<file path="src/rtl/muldiv_pkg.sv">
// muldiv_pkg: shared definitions for the LEGv8 iterative multiply/divide unit.
//   WIDTH    operand/result width (64 only)
//   ITER     iterations per operation
//   OP_*     operation encodings on the 3-bit op bus
//   state_e  control FSM states
// Macro MULDIV_DIV_EN: when defined, SDIV/UDIV are legal operations.
package muldiv_pkg;

  localparam int unsigned WIDTH = 64;
  localparam int unsigned ITER  = 64;

  localparam logic [2:0] OP_MUL   = 3'b000;
  localparam logic [2:0] OP_SMULH = 3'b001;
  localparam logic [2:0] OP_UMULH = 3'b010;
  localparam logic [2:0] OP_SDIV  = 3'b100;
  localparam logic [2:0] OP_UDIV  = 3'b101;

  typedef enum logic [1:0] {
    S_IDLE,
    S_RUN,
    S_FIX,
    S_DONE
  } state_e;

  function automatic logic op_legal(input logic [2:0] op);
    case (op)
      OP_MUL, OP_SMULH, OP_UMULH: return 1'b1;
`ifdef MULDIV_DIV_EN
      OP_SDIV, OP_UDIV:           return 1'b1;
`endif
      default:                    return 1'b0;
    endcase
  endfunction

  function automatic logic op_signed(input logic [2:0] op);
    return (op == OP_SMULH) || (op == OP_SDIV);
  endfunction

endpackage

</file>
<file path="src/rtl/cond_neg.sv">
// cond_neg: conditional two's-complement negation.
//   x_i    operand
//   neg_i  1 = negate (invert and add inc_i), 0 = pass through
//   inc_i  carry-in of the negation; 0 lets the caller negate the upper
//          half of a wider value whose lower half is non-zero
//   y_o    result
module cond_neg
  import muldiv_pkg::*;
(
  input  logic [WIDTH-1:0] x_i,
  input  logic             neg_i,
  input  logic             inc_i,
  output logic [WIDTH-1:0] y_o
);

  always_comb y_o = neg_i ? (~x_i + WIDTH'(inc_i)) : x_i;

endmodule

</file>
<file path="src/rtl/mul_div_unit.sv">
// mul_div_unit: iterative 64-bit MUL/SMULH/UMULH/SDIV/UDIV for the LEGv8
// datapath. 66-cycle latency; result and rd_out held after the done pulse.
//   clk, rst_n       clock, asynchronous active-low reset
//   start, op        request (sampled in IDLE) and operation code
//   abort            synchronous cancel, no done pulse
//   op_a, op_b       Rn / Rm operand values
//   rd_in            destination register index
//   busy             high while not IDLE (stalls the PC)
//   done             one-cycle result-valid pulse
//   result, rd_out   registered result and destination index
//   illegal          pulses with done for illegal or compiled-out ops
// Macro MULDIV_DIV_EN: when defined the restoring divider is built;
// otherwise SDIV/UDIV complete as illegal ops.
module mul_div_unit
  import muldiv_pkg::*;
#(
  parameter int unsigned WIDTH = muldiv_pkg::WIDTH
) (
  input  logic             clk,
  input  logic             rst_n,
  input  logic             start,
  input  logic [2:0]       op,
  input  logic             abort,
  input  logic [WIDTH-1:0] op_a,
  input  logic [WIDTH-1:0] op_b,
  input  logic [4:0]       rd_in,
  output logic             busy,
  output logic             done,
  output logic [WIDTH-1:0] result,
  output logic [4:0]       rd_out,
  output logic             illegal
);

  state_e             state_q, state_d;
  logic [2:0]         op_q;
  logic [4:0]         rd_q, rd_out_q;
  logic [WIDTH-1:0]   a_q, b_q, result_q;
  logic [2*WIDTH-1:0] acc_q, acc_step;
  logic [6:0]         cnt_q;
  logic               sign_q, ill_q, done_q, illegal_q;
`ifdef MULDIV_DIV_EN
  logic               dz_q;
  logic [WIDTH:0]     rem_sh;
  logic [WIDTH-1:0]   rem_sub;
  logic               qbit;
`endif

  logic               sgn_a, sgn_b, fix_inc;
  logic [WIDTH-1:0]   abs_a, abs_b, fix_in, fix_out, res_fix;
  logic [WIDTH:0]     mul_sum;

  assign sgn_a = op_signed(op) & op_a[WIDTH-1];
  assign sgn_b = op_signed(op) & op_b[WIDTH-1];

  cond_neg u_abs_a (.x_i(op_a), .neg_i(sgn_a), .inc_i(1'b1), .y_o(abs_a));
  cond_neg u_abs_b (.x_i(op_b), .neg_i(sgn_b), .inc_i(1'b1), .y_o(abs_b));

  // Multiply: right-shifting shift-add, product bits fall into the low half.
  // Divide: restoring; remainder in the high half, quotient shifts into the
  // low half while dividend bits are fed from the top of a_q.
  always_comb begin
    mul_sum  = {1'b0, acc_q[2*WIDTH-1:WIDTH]} + {1'b0, (b_q[0] ? a_q : '0)};
    acc_step = {mul_sum, acc_q[WIDTH-1:1]};
`ifdef MULDIV_DIV_EN
    rem_sh   = {acc_q[2*WIDTH-1:WIDTH], a_q[WIDTH-1]};
    qbit     = (rem_sh >= {1'b0, b_q});
    rem_sub  = qbit ? WIDTH'(rem_sh - {1'b0, b_q}) : rem_sh[WIDTH-1:0];
    if (op_q[2]) acc_step = {rem_sub, acc_q[WIDTH-2:0], qbit};
`endif
  end

  // High-half negation of a 128-bit product only takes the +1 carry when
  // the low half is all zeros.
  assign fix_in  = (op_q == OP_MUL || op_q[2]) ? acc_q[WIDTH-1:0]
                                               : acc_q[2*WIDTH-1:WIDTH];
  assign fix_inc = op_q[2] | (acc_q[WIDTH-1:0] == '0);

  cond_neg u_fix (.x_i(fix_in), .neg_i(sign_q), .inc_i(fix_inc), .y_o(fix_out));

  always_comb begin
    res_fix = fix_out;
`ifdef MULDIV_DIV_EN
    if (op_q[2] && dz_q) res_fix = '0;
`endif
  end

  always_comb begin
    state_d = state_q;
    if (abort) begin
      state_d = S_IDLE;
    end else begin
      case (state_q)
        S_IDLE: if (start) state_d = op_legal(op) ? S_RUN : S_DONE;
        S_RUN:  if (cnt_q == 7'(ITER - 1)) state_d = S_FIX;
        S_FIX:  state_d = S_DONE;
        S_DONE: state_d = S_IDLE;
        default: state_d = S_IDLE;
      endcase
    end
  end

  always_ff @(posedge clk or negedge rst_n) begin
    if (!rst_n) begin
      state_q   <= S_IDLE;
      op_q      <= '0;
      rd_q      <= '0;
      rd_out_q  <= '0;
      a_q       <= '0;
      b_q       <= '0;
      result_q  <= '0;
      acc_q     <= '0;
      cnt_q     <= '0;
      sign_q    <= 1'b0;
      ill_q     <= 1'b0;
      done_q    <= 1'b0;
      illegal_q <= 1'b0;
`ifdef MULDIV_DIV_EN
      dz_q      <= 1'b0;
`endif
    end else begin
      state_q   <= state_d;
      done_q    <= 1'b0;
      illegal_q <= 1'b0;
      if (!abort) begin
        case (state_q)
          S_IDLE: if (start) begin
            op_q   <= op;
            rd_q   <= rd_in;
            a_q    <= abs_a;
            b_q    <= abs_b;
            sign_q <= sgn_a ^ sgn_b;
            acc_q  <= '0;
            cnt_q  <= '0;
            ill_q  <= !op_legal(op);
`ifdef MULDIV_DIV_EN
            dz_q   <= (op_b == '0);
`endif
            if (!op_legal(op)) begin
              result_q <= '0;
              rd_out_q <= rd_in;
            end
          end
          S_RUN: begin
            acc_q <= acc_step;
            cnt_q <= cnt_q + 7'd1;
            if (op_q[2]) a_q <= a_q << 1;
            else         b_q <= b_q >> 1;
          end
          S_FIX: begin
            result_q <= res_fix;
            rd_out_q <= rd_q;
          end
          S_DONE: begin
            done_q    <= 1'b1;
            illegal_q <= ill_q;
          end
          default: ;
        endcase
      end
    end
  end

  assign busy    = (state_q != S_IDLE);
  assign done    = done_q;
  assign result  = result_q;
  assign rd_out  = rd_out_q;
  assign illegal = illegal_q;

endmodule
</file>
<file path="config.mk">
export PLATFORM = sky130hd
export DESIGN_NAME = mul_div_unit
export DESIGN_NICKNAME = d
export VERILOG_FILES = /design/src/rtl/muldiv_pkg.sv /design/src/rtl/cond_neg.sv /design/src/rtl/mul_div_unit.sv
export SDC_FILE = /design/constraint.sdc
export NUM_CORES = 1
export LEC_CHECK = 0
export ABC_AREA = 1
export CELL_PAD_IN_SITES_DETAIL_PLACEMENT = 1
export CELL_PAD_IN_SITES_GLOBAL_PLACEMENT = 1
export CORE_UTILIZATION = 42
export CTS_CLUSTER_DIAMETER = 100
export DETAILED_ROUTE_END_ITERATION = 16
export PLACE_DENSITY_LB_ADDON = 0.1
export SYNTH_ARGS = -nofsm -noshare
export SYNTH_HDL_FRONTEND = slang
export SYNTH_SLANG_ARGS = --single-unit
</file>
<file path="constraint.sdc">
create_clock -name clk -period 3.25 [get_ports clk]
set_clock_uncertainty 0.2 [all_clocks]
set_input_delay 0.65 -clock clk [delete_from_list [all_inputs] [get_ports clk]]
set_output_delay 0.65 -clock clk [all_outputs]
set_load 0.05 [all_outputs]
</file>
# Word level (Yosys, flattened, before mapping)
# Index checks and enable logic that the tools add are counted.
[totals]
input_bits = 140
output_inout_bits = 72
ff_bits = 346
[op_classes]
add_sub_neg = 5
reduce_logical = 17
n_eq_ne = 13
bitwise = 8
mux = 34
[op_table]
columns = ["operator", "n"]
rows = [
  ["$mux 64", 11],
  ["$pmux 64 s2", 3],
  ["$pmux 128 s2", 1],
  ["$not 64->64", 3],
  ["$add 64x1->64 const B", 2],
  ["$mux 128", 1],
  ["$add 64x64->65", 1],
  ["$add 64x1->64", 1],
  ["$logic_not 64->1", 1],
  ["$pmux 7 s2", 1],
  ["$reduce_and 4->1", 3],
  ["$mux 5", 2],
  ["$pmux 5 s2", 1],
  ["$mux 1", 8],
  ["$mux 2", 4],
  ["$ne 2x2->1 const B", 4],
  ["$pmux 2 s4", 1],
  ["$add 7x1->7 const B", 1],
  ["$eq 7x6->1 const B", 1],
  ["$mux 7", 1],
  ["$logic_not 3->1", 2],
  ["$ne 3x3->1 const B", 2],
  ["$reduce_and 3->1", 2],
  ["$reduce_bool 2->1", 3],
  ["other kinds (14)", 17],
]

# Longest topological paths before layout
# Gate-level depths: netlist (run 1).
[depth]
word_depth = 10
mapped_depth = 20
mapped_depth_nobuf = 18

# By module
# From an unflattened synthesis (run 1), not the netlist that was laid out.
[hier_totals]
hier_cells = 4615
hier_area_um2 = 28220.8
[by_module_without_submodules]
columns = ["module", "cells_each", "area_per_inst_um2", "seq_area_each_um2", "instances"]
rows = [
  ["mul_div_unit", 3171, 21058.9, 8658.3, 1],
  ["cond_neg at u_abs_a ...", 480, 2389.8, 0.0, 2],
  ["cond_neg at u_abs_b", 484, 2382.3, 0.0, 1],
]

# Worst setup path after synthesis (run 1)
# OpenSTA, ideal clock, no wires.
[synth_timing]
path_type = "register to register"
start = "register b_q[0]"
end = "register acc_q[117]"
t_required_ns = 2.923
t_arrival_ns = 2.680
path_slack_ns = 0.244
setup_time_ns = 0.127
n_path_buf = 2
path_stages_with_launch = 17
cell_sequence = "dfrtp_1 clkbuf_1 clkbuf_1 nand2_1 inv_1 ha_1 inv_1 fa_1 nand3b_1 nand2_1 a21oi_1 o21ai_0 nand2_1 nand2_1 nand2_1 a21oi_1 o21ai_0"
[synth_between]
elab_chain_len = 3
[synth_rtl]
columns = ["element", "line", "source"]
rows = [
  ["start: declaration", "mul_div_unit.sv:37", "logic [WIDTH-1:0] a_q, b_q, result_q;"],
  ["start signal: assignment", "mul_div_unit.sv:130", "b_q <= abs_b;"],
  ["start signal: assignment", "mul_div_unit.sv:147", "else b_q <= b_q >> 1;"],
  ["$mux 64", "mul_div_unit.sv:62", "mul_sum = {1'b0, acc_q[2*WIDTH-1:WIDTH]} + {1'b0, (b_q[0] ? a_q : '0)};"],
  ["$add 64x64->65", "mul_div_unit.sv:62", ""],
  ["$pmux 128 s2", "mul_div_unit.sv:125", "case (state_q)"],
  ["end signal: assignment", "mul_div_unit.sv:144", "acc_q <= acc_step;"],
  ["end: declaration", "mul_div_unit.sv:38", "logic [2*WIDTH-1:0] acc_q, acc_step;"],
]
# No other way between the ends.
# A chain may end at the register's enable or synchronous reset.

# Final worst setup path (run 1)
[layout_timing]
start = "register acc_q[59]"
end = "register result_q[50] (netlist: result[50])"
[layout_between]
elab_chain_len = 5
[layout_rtl]
columns = ["element", "line", "source"]
rows = [
  ["$logic_not 64->1", "mul_div_unit.sv:76", "assign fix_inc = op_q[2] | (acc_q[WIDTH-1:0] == '0);"],
  ["$or 1x1->1", "mul_div_unit.sv:76", ""],
  ["$add 64x1->64", "cond_neg.sv:16", "always_comb y_o = neg_i ? (~x_i + WIDTH'(inc_i)) : x_i;"],
  ["$mux 64", "cond_neg.sv:16", ""],
  ["$pmux 64 s2", "mul_div_unit.sv:125", ""],
  ["end signal: assignment", "mul_div_unit.sv:150", "result_q <= res_fix;"],
  ["end: declaration", "mul_div_unit.sv:37", ""],
]
# No other way between the ends.

==> qor.log, run 1 <==
qor: pwr.peak_ir_drop_on_the_vdd_network 0.000437 V
qor: sta.setup-tns-final -436 ps
qor: worst_setup_path.cp-end-kind flip-flop
qor: grt.grt_remaining_overflow 0
qor: grt.grt_start_max_net_pins 111
qor: sta.part_of_the_cycle_the_worst_path_needs 102%
qor: synthesis.netlist.top_cell.by_area sky130_fd_sc_hd__dfrtp_1
qor: synthesis.syn_area_per_cell 6.24 um2
qor: clock_tree.clock_path_buffers 3
qor: synthesis.synth-edff-count 0
qor: worst_setup_path.worst_path_required_time 3540 ps
qor: final_layout.insertedDiodeCount 0
qor: placed_design.detailed_place_hpwl 80500 um
qor: clock_tree.path_clk_slew 60 ps
qor: synthesis.netlist_instances 4348
qor: grt.track_usage 31.8%
qor: pwr.power-per-cell-area 868 nW/um2
qor: detailed_routing.wirelength 105000 um
qor: floorplanning.initial_core_util 42.8%
qor: sta.report.final.hold_viol_count 0
qor: final_layout.post_route_cells_drive_above_1_share 8.72%
qor: worst_setup_path.crit_arrival 3620 ps
qor: sta.unrepaired_setup_endpoints_after_global_routing true
qor: detailed_routing.route.detailed.wl_per_inst 18.9 um
qor: placed_design.finalWeightedCongestion 0.961
qor: grt.grt_pass1_vias 31000
qor: detailed_routing.ant_nets 0
qor: synthesis.dominant_cell_by_count_in_the_synthesized_netlist sky130_fd_sc_hd__nand2_1
qor: grt.wire_length_of_the_first_global_routing_pass 168000 um
qor: final_layout.flow.area_growth_from_synthesis 22.3%
qor: floorplanning.die_w 256 um
qor: floorplanning.num_io_pins 212
qor: synthesis.netlist_area 27100 um2
qor: sta.slew_violations 0
qor: final_layout.multi_input_area 16100 um2
qor: floorplanning.die_h 256 um
qor: synthesis.asyncSetResetFlopFracSynth 100%
qor: synthesis.ys_types 59
qor: final_layout.design.final.nets 4861
qor: synthesis.synthFlopType sky130_fd_sc_hd__dfrtp_1
qor: detailed_routing.detail_route.vias_per_cell 5.46
qor: detailed_routing.detail_route.drc_violations 0
qor: sta.worst_pin_slew 755 ps
qor: worst_hold_path.min-delay-path-class flip-flop to flip-flop
qor: final_layout.ff_latch_area 8660 um2
qor: pwr.total_power 28.8 mW
qor: detailed_routing.detail_route.iter0.violations 1859
qor: sta.hold-worst-slack 274 ps
qor: floorplanning.area_of_the_placeable_core 63400 um2
qor: worst_setup_path.setup.worst_path.class flip-flop to flip-flop
qor: clock_tree.cts_max_level 2
qor: synthesis.synthesized_nets 4563
qor: grt.grt_antenna_before_repair 1
qor: sta.clock.fmax 300 MHz
qor: synthesis.seq_area_frac_synth 31.9%
qor: floorplanning.die_area 65700 um2
qor: clock_tree.cts_tree built
qor: synthesis.yosys_register_bits 346
qor: sta.post-route-worst-setup-slack -79.4 ps
qor: detailed_routing.drt_pass1_iterations 5
qor: flow_run.max-cap-violations 0
qor: worst_setup_path.worst-path-max-fanout 5
qor: sta.worst_slew_margin_rel 49.6%
qor: clock_tree.cts_num_sinks 346
qor: final_layout.finalCoreUtilization 52.3%
qor: pwr.leakage 16.4 nW
qor: synthesis.share_of_yosys_cell_area_claimed_by_the_top_area_cell_type 31.9%
qor: synthesis.synth-warning-count 0
qor: synthesis.netlist_top_cells_count sky130_fd_sc_hd__nand2_1 (1313), sky130_fd_sc_hd__nor2_1 (551), sky130_fd_sc_hd__inv_1 (547), sky130_fd_sc_hd__dfrtp_1 (346), sky130_fd_sc_hd__o21ai_0 (301)
qor: detailed_routing.detailroute.via_count 30200
qor: clock_tree.clock_insertion_delay_worst_skew 600 ps
qor: sta.period_needed 3330 ps
qor: clock_tree.cts_root_buf sky130_fd_sc_hd__clkbuf_16
qor: status.outcome finished with violations
qor: final_layout.number_of_filler_cells_placed_in_the_layout 8566
qor: synthesis.synth_area_leaders sky130_fd_sc_hd__dfrtp_1 (32%), sky130_fd_sc_hd__nand2_1 (18%), sky130_fd_sc_hd__nor2_1 (7.6%)
qor: worst_setup_path.crit_path_start_kind flip-flop
qor: clock_tree.tritoncts.num_buffers 43
qor: status.violations_in_the_final_reports negative setup slack
qor: placed_design.numPortBuffers 211
qor: sta.setup_viol_count_final 12
qor: floorplanning.fp-row-count 92
==> registers in the layout (all words and copies together), names as in the netlist <==
name	flops
a_q	64
acc_q	128
b_q	64
cnt_q	7
done	1
ill_q	1
illegal	1
op_q	3
rd_out	5
rd_q	5
result	64
sign_q	1
state_q	2
==> power breakdown <==
part / switching [mW] / internal (mW) / leakage [nW] / total (mW)
clock: 2.06 / 2.68 / 0.652 / 4.74
combinational: 11.5 / 5.66 / 11.2 / 17.1
sequential: 1.20 / 5.75 / 4.53 / 6.95
total: 14.7 / 14.1 / 16.4 / 28.8
==> layer usage <==
layer,up-vias,global-route usage (%),routed length (um)
met4,0,11.4,3490
met3,165,2.20,3810
li1,14700,-,-
met1,14600,44.0,49000
met2,703,52.1,48400
met5,-,0,0
==> logic make-up (layout without fill, tap and decap cells) <==
kind of cell,after synthesis,in the layout,share of synthesized area (%)
XOR/XNOR,60,60,1.94
flip-flops,346,346,31.9
adder cells (fa/ha/maj),75,75,3.48
AO/OA/AOI/OAI,789,789,16.2
AND/OR/NAND/NOR,2368,2370,36.3
buffers and inverters,710,1037,10.2
==> metrics by stage <==
stage	cell area [um2]	std cells	worst slack, ps
2_1_floorplan	27100	4348	244
3_3_place_gp	31300	5424	-137
3_5_place_dp	31300	5424	-364
4_1_cts	32900	5515	-58.4
5_1_grt	33200	5523	-198
6_report	33200	5523	-79.4
==> cell usage in the layout (no fill, tap or decap), drive strengths merged, types with 6 or more instances in the layout <==
| cell type | n |
|---|---|
| nand4 | 72 |
| nor4 | 34 |
| xor2 | 49 |
| nor3b | 8 |
| inv | 565 |
| nand3 | 280 |
| o211ai | 17 |
| xnor2 | 11 |
| nor2 | 574 |
| a21oi | 269 |
| nand2 | 1330 |
| clkbuf | 62 |
| o31ai | 6 |
| clkinvlp | 6 |
| o21ai | 353 |
| clkinv | 6 |
| ha | 74 |
| buf | 187 |
| nor3 | 36 |
| o221ai | 15 |
| o22ai | 78 |
| nand3b | 12 |
| o21a | 8 |
| a31oi | 9 |
| clkdlybuf4s50 | 210 |
| o21bai | 19 |
| dfrtp | 346 |
| or2 | 19 |
==> worst max-delay path, stage by stage, from the launching register on <==
cell                      delay [ps]
sky130_fd_sc_hd__dfrtp_1         410
sky130_fd_sc_hd__nor4_4          310
sky130_fd_sc_hd__nand4_1         180
sky130_fd_sc_hd__buf_6           180
sky130_fd_sc_hd__o41ai_4         360
sky130_fd_sc_hd__buf_4           190
sky130_fd_sc_hd__ha_4            140
sky130_fd_sc_hd__ha_4            110
sky130_fd_sc_hd__or2_4           120
sky130_fd_sc_hd__nand2_4          60
sky130_fd_sc_hd__nor2_4          120
sky130_fd_sc_hd__nand3_2         100
sky130_fd_sc_hd__nand2_4         130
sky130_fd_sc_hd__nand2_4         110
sky130_fd_sc_hd__nor2_4          200
sky130_fd_sc_hd__nand4_1         130
sky130_fd_sc_hd__nand3_1         100
sky130_fd_sc_hd__nand2_1          60
==> final cells by class <==
class / instances / area share (%)
multi-input cells: 3294 / 48.6
flip-flops and latches: 346 / 26.1
repair buffers: 398 / 11.6
inverters: 563 / 6.39
clock buffers: 62 / 3.76
well taps: 846 / 3.19
clock inverters: 14 / 0.335
==> what timing repair did <==
| item | CTS | global route |
|---|---|---|
| setup buffers | 12 | 9 |
| hold endpoints to repair | 26 | 0 |
| gates resized for setup | 34 | 62 |
| hold buffers | 1 | 0 |
| pin swaps | 24 | 16 |
| cloned | 2 | 0 |
| endpoints found under the setup margin | 53 | 65 |
==> worst paths after layout <==
path | start | end | slack (ps) | cells after the start
max | acc_q[59] | result[50] | -80 | 17
min | result[13] | result[13] | 270 | 2
max reg2reg | acc_q[59] | result[50] | -80 | 17
min reg2reg | result[13] | result[13] | 270 | 2
max in group asynchronous | rst_n | b_q[54] | 1510 | 3
min in group asynchronous | rst_n | result[1] | 320 | 2
Power figures use the tool's default switching activity.
==> run 2: changes to the inputs <==
--- a/config.mk
+++ b/config.mk
@@ -8,10 +8,11 @@
 export ABC_AREA = 1
 export CELL_PAD_IN_SITES_DETAIL_PLACEMENT = 1
 export CELL_PAD_IN_SITES_GLOBAL_PLACEMENT = 1
+export CORE_MARGIN = 2
 export CORE_UTILIZATION = 42
 export CTS_CLUSTER_DIAMETER = 100
 export DETAILED_ROUTE_END_ITERATION = 16
-export PLACE_DENSITY_LB_ADDON = 0.1
+export PLACE_DENSITY_LB_ADDON = 0.3
 export SYNTH_ARGS = -nofsm -noshare
 export SYNTH_HDL_FRONTEND = slang
 export SYNTH_SLANG_ARGS = --single-unit
==> constraint.sdc (replaced) <==
create_clock -name clk -period 3.25 [get_ports clk]
set_clock_uncertainty 0.2 [all_clocks]
set_input_delay 0.975 -clock clk [delete_from_list [all_inputs] [get_ports clk]]
set_output_delay 0.975 -clock clk [all_outputs]
set_load 0.05 [all_outputs]
==> qor.log, run 2 (synthesis gave the netlist of run 1 again) <==
qor: status.outcome finished with violations
qor: status.violations_in_the_final_reports negative setup slack
qor: final_layout.post_route_cells_drive_above_1_share 12.6% [+3.8 points]
qor: detailed_routing.wirelength 111000 um [+6.1%]
qor: placed_design.finalWeightedCongestion 0.929 [-3.3%]
qor: sta.period_needed 3490 ps [+159 ps]
qor: final_layout.flow.area_growth_from_synthesis 28.5%
qor: detailed_routing.route.detailed.wl_per_inst 19.4 um [+2.6%]
qor: clock_tree.path_clk_slew 60 ps [about the same]
qor: sta.worst_pin_slew 742 ps [-13.2 ps]
qor: clock_tree.number_of_hold_buffers_added_after_cts 0 [-1]
qor: placed_design.placedInstanceArea 32600 um2 [+4.4%]
qor: final_layout.layout_commonest_cell sky130_fd_sc_hd__nand2_1
qor: worst_setup_path.r2r_setup_slack -240 ps [-160 ps]
qor: pwr.power-per-cell-area 865 nW/um2 [-0.42%]
qor: sta.unrepaired_setup_endpoints_after_global_routing true
qor: placed_design.detailed_place_hpwl 84300 um [+4.7%]
qor: sta.slew_violations 0 [unchanged]
qor: grt.grt_pass1_vias 32600 [+5.1%]
qor: sta.clock.fmax 287 MHz [-4.6%]
qor: detailed_routing.detail_route.drc_violations 0 [unchanged]
qor: clock_tree.clock_path_buffers 3 [unchanged]
qor: final_layout.number_of_filler_cells_placed_in_the_layout 8675 [+1.3%]
qor: grt.grt_antenna_before_repair 0 [-1]
qor: placed_design.place_inst 5613 [+3.5%]
qor: sta.part_of_the_cycle_the_worst_path_needs 107% [+4.9 points]
qor: final_layout.final_area 34900 um2 [+5.1%]
qor: detailed_routing.detailroute.via_count 31500 [+4.3%]
qor: placed_design.numPortBuffers 211 [unchanged]
qor: floorplanning.die_area 66700 um2 [+1.6%]
qor: flow_run.max-cap-violations 0 [unchanged]
qor: detailed_routing.drt_pass1_iterations 5 [unchanged]
qor: final_layout.insertedDiodeCount 0 [unchanged]
qor: clock_tree.cts_max_level 2 [unchanged]
qor: clock_tree.clock_insertion_delay_worst_skew 620 ps [+20 ps]
qor: final_layout.layoutNonFillerInstCount 5711 [+3.4%]
qor: worst_setup_path.worst-path-max-fanout 5 [unchanged]
qor: clock_tree.cts_root_buf sky130_fd_sc_hd__clkbuf_16
qor: floorplanning.area_of_the_placeable_core 64200 um2 [+1.3%]
qor: grt.grt_start_max_net_pins 110 [-0.90%]
qor: pwr.leakage 17.4 nW [+6.3%]
qor: pwr.peak_ir_drop_on_the_vdd_network 0.000393 V [-10%]
qor: worst_setup_path.crit_path_start_kind flip-flop
qor: sta.post-route-worst-setup-slack -238 ps [-159 ps]
qor: clock_tree.tritoncts.num_buffers 44 [+2.3%]
qor: grt.grt_remaining_overflow 0 [unchanged]
qor: sta.report.final.hold_viol_count 0 [unchanged]
qor: grt.track_usage 32.7% [+0.99 points]
qor: worst_setup_path.setup.worst_path.class flip-flop to flip-flop
qor: worst_setup_path.crit_arrival 3780 ps [+160 ps]
qor: placed_design.pre_cts_slack -792 ps [-428 ps]
qor: detailed_routing.ant_nets 0 [unchanged]
qor: floorplanning.fp-row-count 93 [+1.1%]
qor: worst_setup_path.cp-end-kind flip-flop
qor: floorplanning.die_w 258 um [+0.78%]
qor: clock_tree.cts_num_sinks 346 [unchanged]
qor: clock_tree.cts_tree built
qor: sta.worst_slew_margin_rel 50.5% [+0.88 points]
qor: final_layout.largest_reg_flops 128 [unchanged]
qor: worst_hold_path.min-delay-path-class input port to asynchronous set/reset pin
qor: grt.wire_length_of_the_first_global_routing_pass 176000 um [+4.5%]
qor: final_layout.design.final.nets 5039 [+3.7%]
qor: worst_setup_path.worst_path_required_time 3540 ps [about the same]
qor: final_layout.leading_cell_types_in_the_layout_fill_and_taps_excluded sky130_fd_sc_hd__nand2_1 (1298), sky130_fd_sc_hd__inv_1 (546), sky130_fd_sc_hd__nor2_1 (546)
qor: floorplanning.die_h 258 um [+0.78%]
qor: sta.setup_viol_count_final 33 [+21]
qor: detailed_routing.detail_route.iter0.violations 2207 [+19%]
qor: floorplanning.initial_core_util 42.3% [-0.54 points]
qor: final_layout.top_register acc_q
qor: floorplanning.num_io_pins 212 [unchanged]
qor: detailed_routing.detail_route.vias_per_cell 5.51 [+0.91%]
run 2: cell count changes in the layout (fill, tap and decap cells not counted), moves of 2 or more:
cell	change
sky130_fd_sc_hd__nand3_2	+11
sky130_fd_sc_hd__nand2_8	+2
sky130_fd_sc_hd__clkbuf_16	+2
sky130_fd_sc_hd__clkbuf_1	-4
sky130_fd_sc_hd__nand2_2	+2
sky130_fd_sc_hd__buf_4	+180
sky130_fd_sc_hd__bufinv_16	+7
sky130_fd_sc_hd__nand3_1	-11
sky130_fd_sc_hd__buf_6	-5
sky130_fd_sc_hd__xor2_1	-2
sky130_fd_sc_hd__xor2_2	+2
sky130_fd_sc_hd__nand2_4	-5
sky130_fd_sc_hd__buf_12	+3
sky130_fd_sc_hd__clkbuf_8	-2
run 2: report_power, final:
group / internal (mW) / switching (mW)
clock network: 3.30 / 2.15
logic: 5.85 / 11.9
registers: 5.75 / 1.25
total: 14.9 / 15.3
run 2: path summary, 6_finish.rpt:
check | start | endpoint | cells past startpoint
min in group clk | result[53] | result[53] | 2
max in group asynchronous | rst_n | a_q[62] | 2
worst min register to register | result[53] | result[53] | 2
worst max-delay path | acc_q[63] | result[60] | 17
worst min-delay path | rst_n | rd_out[2] | 1
worst max register to register | acc_q[63] | result[60] | 17
run 2: worst max-delay path: stages (launching register included):
cell,delay [ps]
sky130_fd_sc_hd__dfrtp_1,400
sky130_fd_sc_hd__nor4_2,290
sky130_fd_sc_hd__nand4_1,150
sky130_fd_sc_hd__buf_4,190
sky130_fd_sc_hd__o41ai_4,440
sky130_fd_sc_hd__buf_4,210
sky130_fd_sc_hd__ha_4,140
sky130_fd_sc_hd__ha_4,120
sky130_fd_sc_hd__or2_4,130
sky130_fd_sc_hd__nand2_4,50
sky130_fd_sc_hd__nor2_4,110
sky130_fd_sc_hd__nand3_2,100
sky130_fd_sc_hd__nand2_4,170
sky130_fd_sc_hd__nand3_4,170
sky130_fd_sc_hd__nor2_4,190
sky130_fd_sc_hd__nand3_1,110
sky130_fd_sc_hd__nand3_1,110
sky130_fd_sc_hd__nand2_1,80
run 2: per-stage QoR:
stage	power [mW]	TNS, ps	hold WS, ps	util, %
global placement	22.5	-20700	244	50.8
detailed placement	23.1	-37640	265	50.8
finish	30.2	-3490	85.8	54.3
CTS	29.2	-1320	106	53.8
floorplan	17.4	0	227	-
global route	32.1	-9220	107	54.3
run 2: repair_timing:
item	CTS	global route
resized for setup	55	57
endpoints found under the setup margin	63	65
cloned	2	0
pin swaps	23	30
setup buffers	8	11
run 2: cell type report:
class | instances | area [um2] | area share (%)
multi-input cells | 3294 | 16200 | 46.6
flip-flops and latches | 346 | 8660 | 24.8
repair buffers | 575 | 5200 | 14.9
inverters | 563 | 2120 | 6.08
clock buffers | 58 | 1250 | 3.60
well taps | 855 | 1070 | 3.07
clock inverters | 20 | 332 | 0.951
run 2: per-layer routing:
layer | wire length (um) | share of wire, % | GRT usage (%)
met1 | 50200 | 45 | 43.8
met2 | 52000 | 47 | 54.8
met3 | 4720 | 4.3 | 3.49
met4 | 4100 | 3.7 | 12.1
met5 | 0 | 0 | 0
